`src/rtl/hdmi_pkt_sched.sv`:
```
// HDMI data-island scheduler: SLOTS packet loads per line at T+2 + k*SLOT_CYCLES; free-running, no backpressure.
// Audio sample packets are scheduled only when HDMI_PKT_SCHED_AUDIO_EN is defined.
module hdmi_pkt_sched #(
  parameter int LINE_PERIOD = 45,
  parameter int SLOTS       = 3,
  parameter int SLOT_CYCLES = 32
) (
  input  logic       clk,
  input  logic       rst,
  input  logic       line_strobe,
  input  logic       vsync,
  input  logic       aud_avail,
  output logic       aud_pop,
  output logic       pkt_load,
  output logic [2:0] pkt_sel,
  output logic       busy,
  output logic       overrun
);

`ifdef HDMI_PKT_SCHED_AUDIO_EN
  localparam bit AUD_EN = 1'b1;
`else
  localparam bit AUD_EN = 1'b0;
`endif

  localparam int CW  = (LINE_PERIOD > 1) ? $clog2(LINE_PERIOD) : 1;
  localparam int SW  = $clog2(SLOTS + 1);
  localparam int CYW = $clog2(SLOT_CYCLES);

  typedef enum logic [1:0] {S_IDLE, S_ARB, S_LOAD, S_SLOT} state_t;

  state_t         r_state, w_next;
  logic [CW-1:0]  r_line_cnt;
  logic [SW-1:0]  r_slot;
  logic [CYW-1:0] r_cyc;
  logic [1:0]     r_aud_cnt;
  logic [2:0]     r_pkt_sel, w_sel;
  logic           r_acr_pend, r_avi_pend, r_aif_pend;
  logic           r_vsync_d, r_overrun;
  logic           w_start, w_last_slot, w_cyc_end, w_grant, w_aud_ok, w_vs_rise;

  assign w_start     = line_strobe && (r_state == S_IDLE);
  assign w_last_slot = (r_slot == SW'(SLOTS - 1));
  // The ARB cycle of the next slot is counted inside the current slot period.
  assign w_cyc_end   = (r_cyc == (w_last_slot ? CYW'(SLOT_CYCLES - 2) : CYW'(SLOT_CYCLES - 3)));
  assign w_grant     = (r_state == S_ARB);
  assign w_aud_ok    = AUD_EN && aud_avail && (r_aud_cnt < 2'd2);
  assign w_vs_rise   = vsync && !r_vsync_d;

  always_comb begin
    w_next = r_state;
    case (r_state)
      S_IDLE:  if (line_strobe) w_next = S_ARB;
      S_ARB:   w_next = S_LOAD;
      S_LOAD:  w_next = S_SLOT;
      S_SLOT:  if (w_cyc_end) w_next = w_last_slot ? S_IDLE : S_ARB;
      default: w_next = S_IDLE;
    endcase
  end

  always_comb begin
    w_sel = 3'd0;
    if (r_acr_pend)      w_sel = 3'd2;
    else if (w_aud_ok)   w_sel = 3'd1;
    else if (r_avi_pend) w_sel = 3'd3;
    else if (r_aif_pend) w_sel = 3'd4;
  end

  always_ff @(posedge clk) begin
    if (rst) begin
      r_state    <= S_IDLE;
      r_line_cnt <= '0;
      r_slot     <= '0;
      r_cyc      <= '0;
      r_aud_cnt  <= '0;
      r_pkt_sel  <= '0;
      r_acr_pend <= 1'b0;
      r_avi_pend <= 1'b0;
      r_aif_pend <= 1'b0;
      r_vsync_d  <= 1'b0;
      r_overrun  <= 1'b0;
    end else begin
      r_state   <= w_next;
      r_vsync_d <= vsync;

      if (line_strobe)
        r_line_cnt <= (r_line_cnt == CW'(LINE_PERIOD - 1)) ? '0 : r_line_cnt + CW'(1);
      if (line_strobe && (r_state != S_IDLE))
        r_overrun <= 1'b1;

      // Set takes precedence over a same-cycle grant clear.
      if (line_strobe && (r_line_cnt == '0)) r_acr_pend <= 1'b1;
      else if (w_grant && (w_sel == 3'd2))   r_acr_pend <= 1'b0;
      if (w_vs_rise)                         r_avi_pend <= 1'b1;
      else if (w_grant && (w_sel == 3'd3))   r_avi_pend <= 1'b0;
      if (w_vs_rise)                         r_aif_pend <= 1'b1;
      else if (w_grant && (w_sel == 3'd4))   r_aif_pend <= 1'b0;

      if (w_grant) r_pkt_sel <= w_sel;

      if (w_start)                           r_aud_cnt <= '0;
      else if (w_grant && (w_sel == 3'd1))   r_aud_cnt <= r_aud_cnt + 2'd1;

      if (w_start)
        r_slot <= '0;
      else if ((r_state == S_SLOT) && w_cyc_end && !w_last_slot)
        r_slot <= r_slot + SW'(1);

      if (r_state == S_LOAD)      r_cyc <= '0;
      else if (r_state == S_SLOT) r_cyc <= r_cyc + CYW'(1);
    end
  end

  assign pkt_load = (r_state == S_LOAD);
  assign pkt_sel  = r_pkt_sel;
  assign aud_pop  = AUD_EN && pkt_load && (r_pkt_sel == 3'd1);
  assign busy     = (r_state != S_IDLE);
  assign overrun  = r_overrun;

endmodule

```
`config.mk`:
```
export PLATFORM = sky130hd
export DESIGN_NAME = hdmi_pkt_sched
export DESIGN_NICKNAME = d
export VERILOG_FILES = /design/src/rtl/hdmi_pkt_sched.sv
export SDC_FILE = /design/constraint.sdc
export NUM_CORES = 1
export LEC_CHECK = 0
export ABC_CLOCK_PERIOD_IN_PS = 2000
export CAP_MARGIN = 30
export CORE_MARGIN = 2
export CORE_UTILIZATION = 55
export CTS_BUF_LIST = sky130_fd_sc_hd__clkbuf_8
export DETAILED_ROUTE_END_ITERATION = 8
export PLACE_DENSITY = 0.77
export SYNTH_ARGS = -nofsm -noshare
export SYNTH_HDL_FRONTEND = slang
export SYNTH_SLANG_ARGS = --single-unit
```
`constraint.sdc`:
```
create_clock -name clk -period 2 [get_ports clk]
set_input_delay 0.5 -clock clk [delete_from_list [all_inputs] [get_ports clk]]
set_output_delay 0.5 -clock clk [all_outputs]
set_load 0.005 [all_outputs]
```
==> impl_results.md <==
- Run status: completed
- Die outline area: 2360 um2
- Setup slack after placement: approximately 170 ps
- Hold_ws: ~470 ps
- Area fraction of the dominant cell type after synthesis: 0.421
- Residual DRC count: 0
- Count of cell types in the netlist: 29
- Detailed-route via count: about 850
- Number of pins exceeding their max-slew limit in the final report: 0
- Proportion of layout cells with a drive suffix above 1: 0.118
- Placement-stage cell area: ~1200 um2
- HP Start: pkt_sel[0]$_SDFFE_PP0P_
- Buffer cell driving the clock tree root: clkbuf_8
- Count of filler cells inserted in the layout: 163
- HPWL after detailed placement: approximately 1400 um
- Path category of the worst min-delay check: reg -> reg
- Worst path setup slack after routing: 93.2 ps
- Maximum Capacitance Violations: 0
- Endpoint of the worst-slack reg-to-reg timing path: r_slot[1]$_SDFFE_PP0P_
- Final weighted congestion of routability-driven global placement: 0.699
- Worst flop-to-flop path startpoint: r_state[0]$_SDFFE_PP0P_
- First-pass GRT wire length: 3460 um
- Number of instances in the synthesized netlist: roughly 120
- Largest net degree at the start of global routing: 13
- Sinks on the clock net: 23
- Final layout net count: 151
- Leading cell types by total area after synthesis: dfxtp_1 42%, ha_1 10%, xor2_1 4.8%, nor2_1 4.5%, mux2i_1 3.7%
- Top cell type by total area after synthesis: dfxtp_1
- Final routed wirelength across all metal layers: 2020 um
- Die Span X: 48.6 um
- Register bit total from synthesis: 23
- Required time worst endpoint: around 1500 ps
- Row Count: 16
- Count of nets left with antenna violations after detail routing: 0
- Most frequent cells in the layout: 21 x dfxtp_1, 13 x nor2_1, 8 x inv_1, 8 x nand2_1, 8 x clkdlybuf4s50_1
- Critical Path AT: roughly 1400 ps
- Upper clock frequency limit: 524 MHz
- Placeable Area: 1920 um2
- Worst slew margin relative to its limit: 0.657
- Number of standard cells in the final layout excluding fillers: ~160
- Proportion of synthesized chip area in sequential cells: 0.421
- Commonest non-fill, non-tap cell in the layout: dfxtp_1
- Initial cell density of the core: 0.570
- Final Util: 0.681
- Minimum clock period: 1910 ps
- CTS buffer count: 3
- Setup repair after global routing missed its margin: no
- Cells on worst reg2reg path: 6
- Post-route cell area: 1310 um2
- Hold buffer count at CTS: 0
- Clock tree from TritonCTS: done
- Total power consumption of the routed design: 1.31 mW
- Number of input and output port buffers inserted: 9
- Antenna violations before repair: 0
- Congestion Overflow GR: 0
- Crit Path Class: reg -> out
- Syn. warnings: 0
- Maximum buffer depth of the clock tree: 2
- Net count after synthesis: 136
- Number of global-route vias before repair: just over 800
- Final Setup Violations: 0
- Setup tns final: 0 ps
- Pwr per Cell Area: approximately 1000 nW/um2
- Number of failing hold endpoints at the final stage: 0
- Slew at the pin with the worst max-slew slack: 515 ps
- Overall track demand over capacity in global routing: 0.187
- Maximum resistive drop on vdd: 0.000566 V
- Routed len/inst: 12.4 um
- Slowest stage delay, CP: 500 ps
- Worst reg-to-reg setup slack: 210 ps
- Worst setup EP type: primary output
- Fraction of the cycle the final worst path needs: 0.953
- Die Height: 48.6 um
- CTS HTree Levels: 1
- Timing startpoint of the critical path: r_state[0]$_SDFFE_PP0P_
- Critical path, cell by cell: inv_2 -> ha_4 -> clkdlybuf4s50_1
- Pleak: 0.542 nW
- Slowest cell on crit path: clkdlybuf4s50_1
- Clock Skews: approximately 4.6 ps
- End point of the critical path: pkt_load
- Clock-pin slew of the registers on the worst-case setup and hold paths: ~80 ps
- Area added between synthesis and finish: 19.5%
- Inst Count DP: 156
- Antenna Diode Count: 0
- Initial drt markers: 7
- Worst-path fanout max: 6
- Syn avg cell area: 8.97 um2
- Vias per cell: 5.20
- Worst-skew pair later-pin latency: about 260 ps
- Ports placed on the boundary: 12
- Startpoint types: flip-flop
- Pre-antenna DRT Iters: 4
- Netlist area before placement: 1090 um2
state kept, by name, summed over array words and instances, names as in the netlist:
register    flops
pkt_sel         3
r_acr_pend      1
r_state         2
r_aif_pend      1
r_avi_pend      1
r_cyc           5
r_slot          2
r_vsync_d       1
overrun         1
r_line_cnt      6
synthesized netlist by cell type (all sizes together):
library cell,number
a21o,1
a21oi,8
a221oi,1
a41o,1
buf,3
clkbuf,2
conb,1
dfxtp,23
ha,9
inv,8
mux2i,4
nand2,8
nand2b,6
nand3,1
nand3b,1
nand4,4
nor2,13
nor2b,4
nor3,7
nor3b,1
o21ai,1
o21bai,2
o22ai,1
or2,1
or4,1
xnor2,4
xor2,6
worst min-delay path by stage:
| stage | to | slack, ps | cells past startpoint |
|---|---|---|---|
| finish | pkt_sel[0]$_SDFFE_PP0P_ | 470 | 2 |
| global route | pkt_sel[0]$_SDFFE_PP0P_ | 510 | 2 |
| CTS | pkt_sel[0]$_SDFFE_PP0P_ | 470 | 2 |
| detailed placement | pkt_sel[0]$_SDFFE_PP0P_ | 460 | 2 |
| global placement | overrun$_SDFFE_PP0P_ | 450 | 2 |
| floorplan | pkt_sel[2]$_SDFFE_PP0P_ | 450 | 2 |
power by group:
group	switching (mW)	internal (mW)	total [mW]	leakage (nW)
sequential	0.0466	0.524	0.571	0.189
clock	0.146	0.137	0.283	0.0269
combinational	0.219	0.241	0.459	0.326
total	0.411	0.902	1.31	0.542
layout make-up:
| type | instances | area [um2] | share of cell area |
|---|---|---|---|
| inverter | 8 | 30.0 | 0.0229 |
| tap | 27 | 33.8 | 0.0258 |
| multi-input combinational | 86 | 594 | 0.454 |
| sequential | 23 | 468 | 0.358 |
| clock buffer | 3 | 41.3 | 0.0315 |
| clock inverter | 1 | 3.75 | 0.00287 |
| timing repair buffer | 15 | 138 | 0.105 |
cells by family after synthesis:
group	Yosys count	synth area share
and+or+nand+nor	47	0.218
DFF	23	0.421
AOI/OAI and AO/OA	15	0.0880
buffers and inverters	13	0.0503
xor gates and xnor gates	10	0.0800
adders and majority gates	9	0.103
muxes	4	0.0366
other	1	0.00343
worst max-delay path, delay by kind of cell, from the launching register on:
family | cells | cell delay [ps]
buffers and inverters | 2 | 600
flip-flops | 1 | 370
adder cells (fa/ha/maj) | 1 | 180
timing repair:
item | CTS | global route
endpoints found under the setup margin | 2 | 1
endpoints found under the hold margin | 0 | 0
gates resized for setup | 8 | 1
buffers inserted | 0 | 3
layer usage:
layer,GRT usage,up-vias,wire (um),share of wire
li1,-,431,-,-
met1,0.226,398,871,0.43
met2,0.324,16,1060,0.52
met3,0.0401,2,72,0.036
met4,0.0714,0,22,0.011
met5,0,-,0,0
Note: power is estimated with default switching activity, not from simulation.
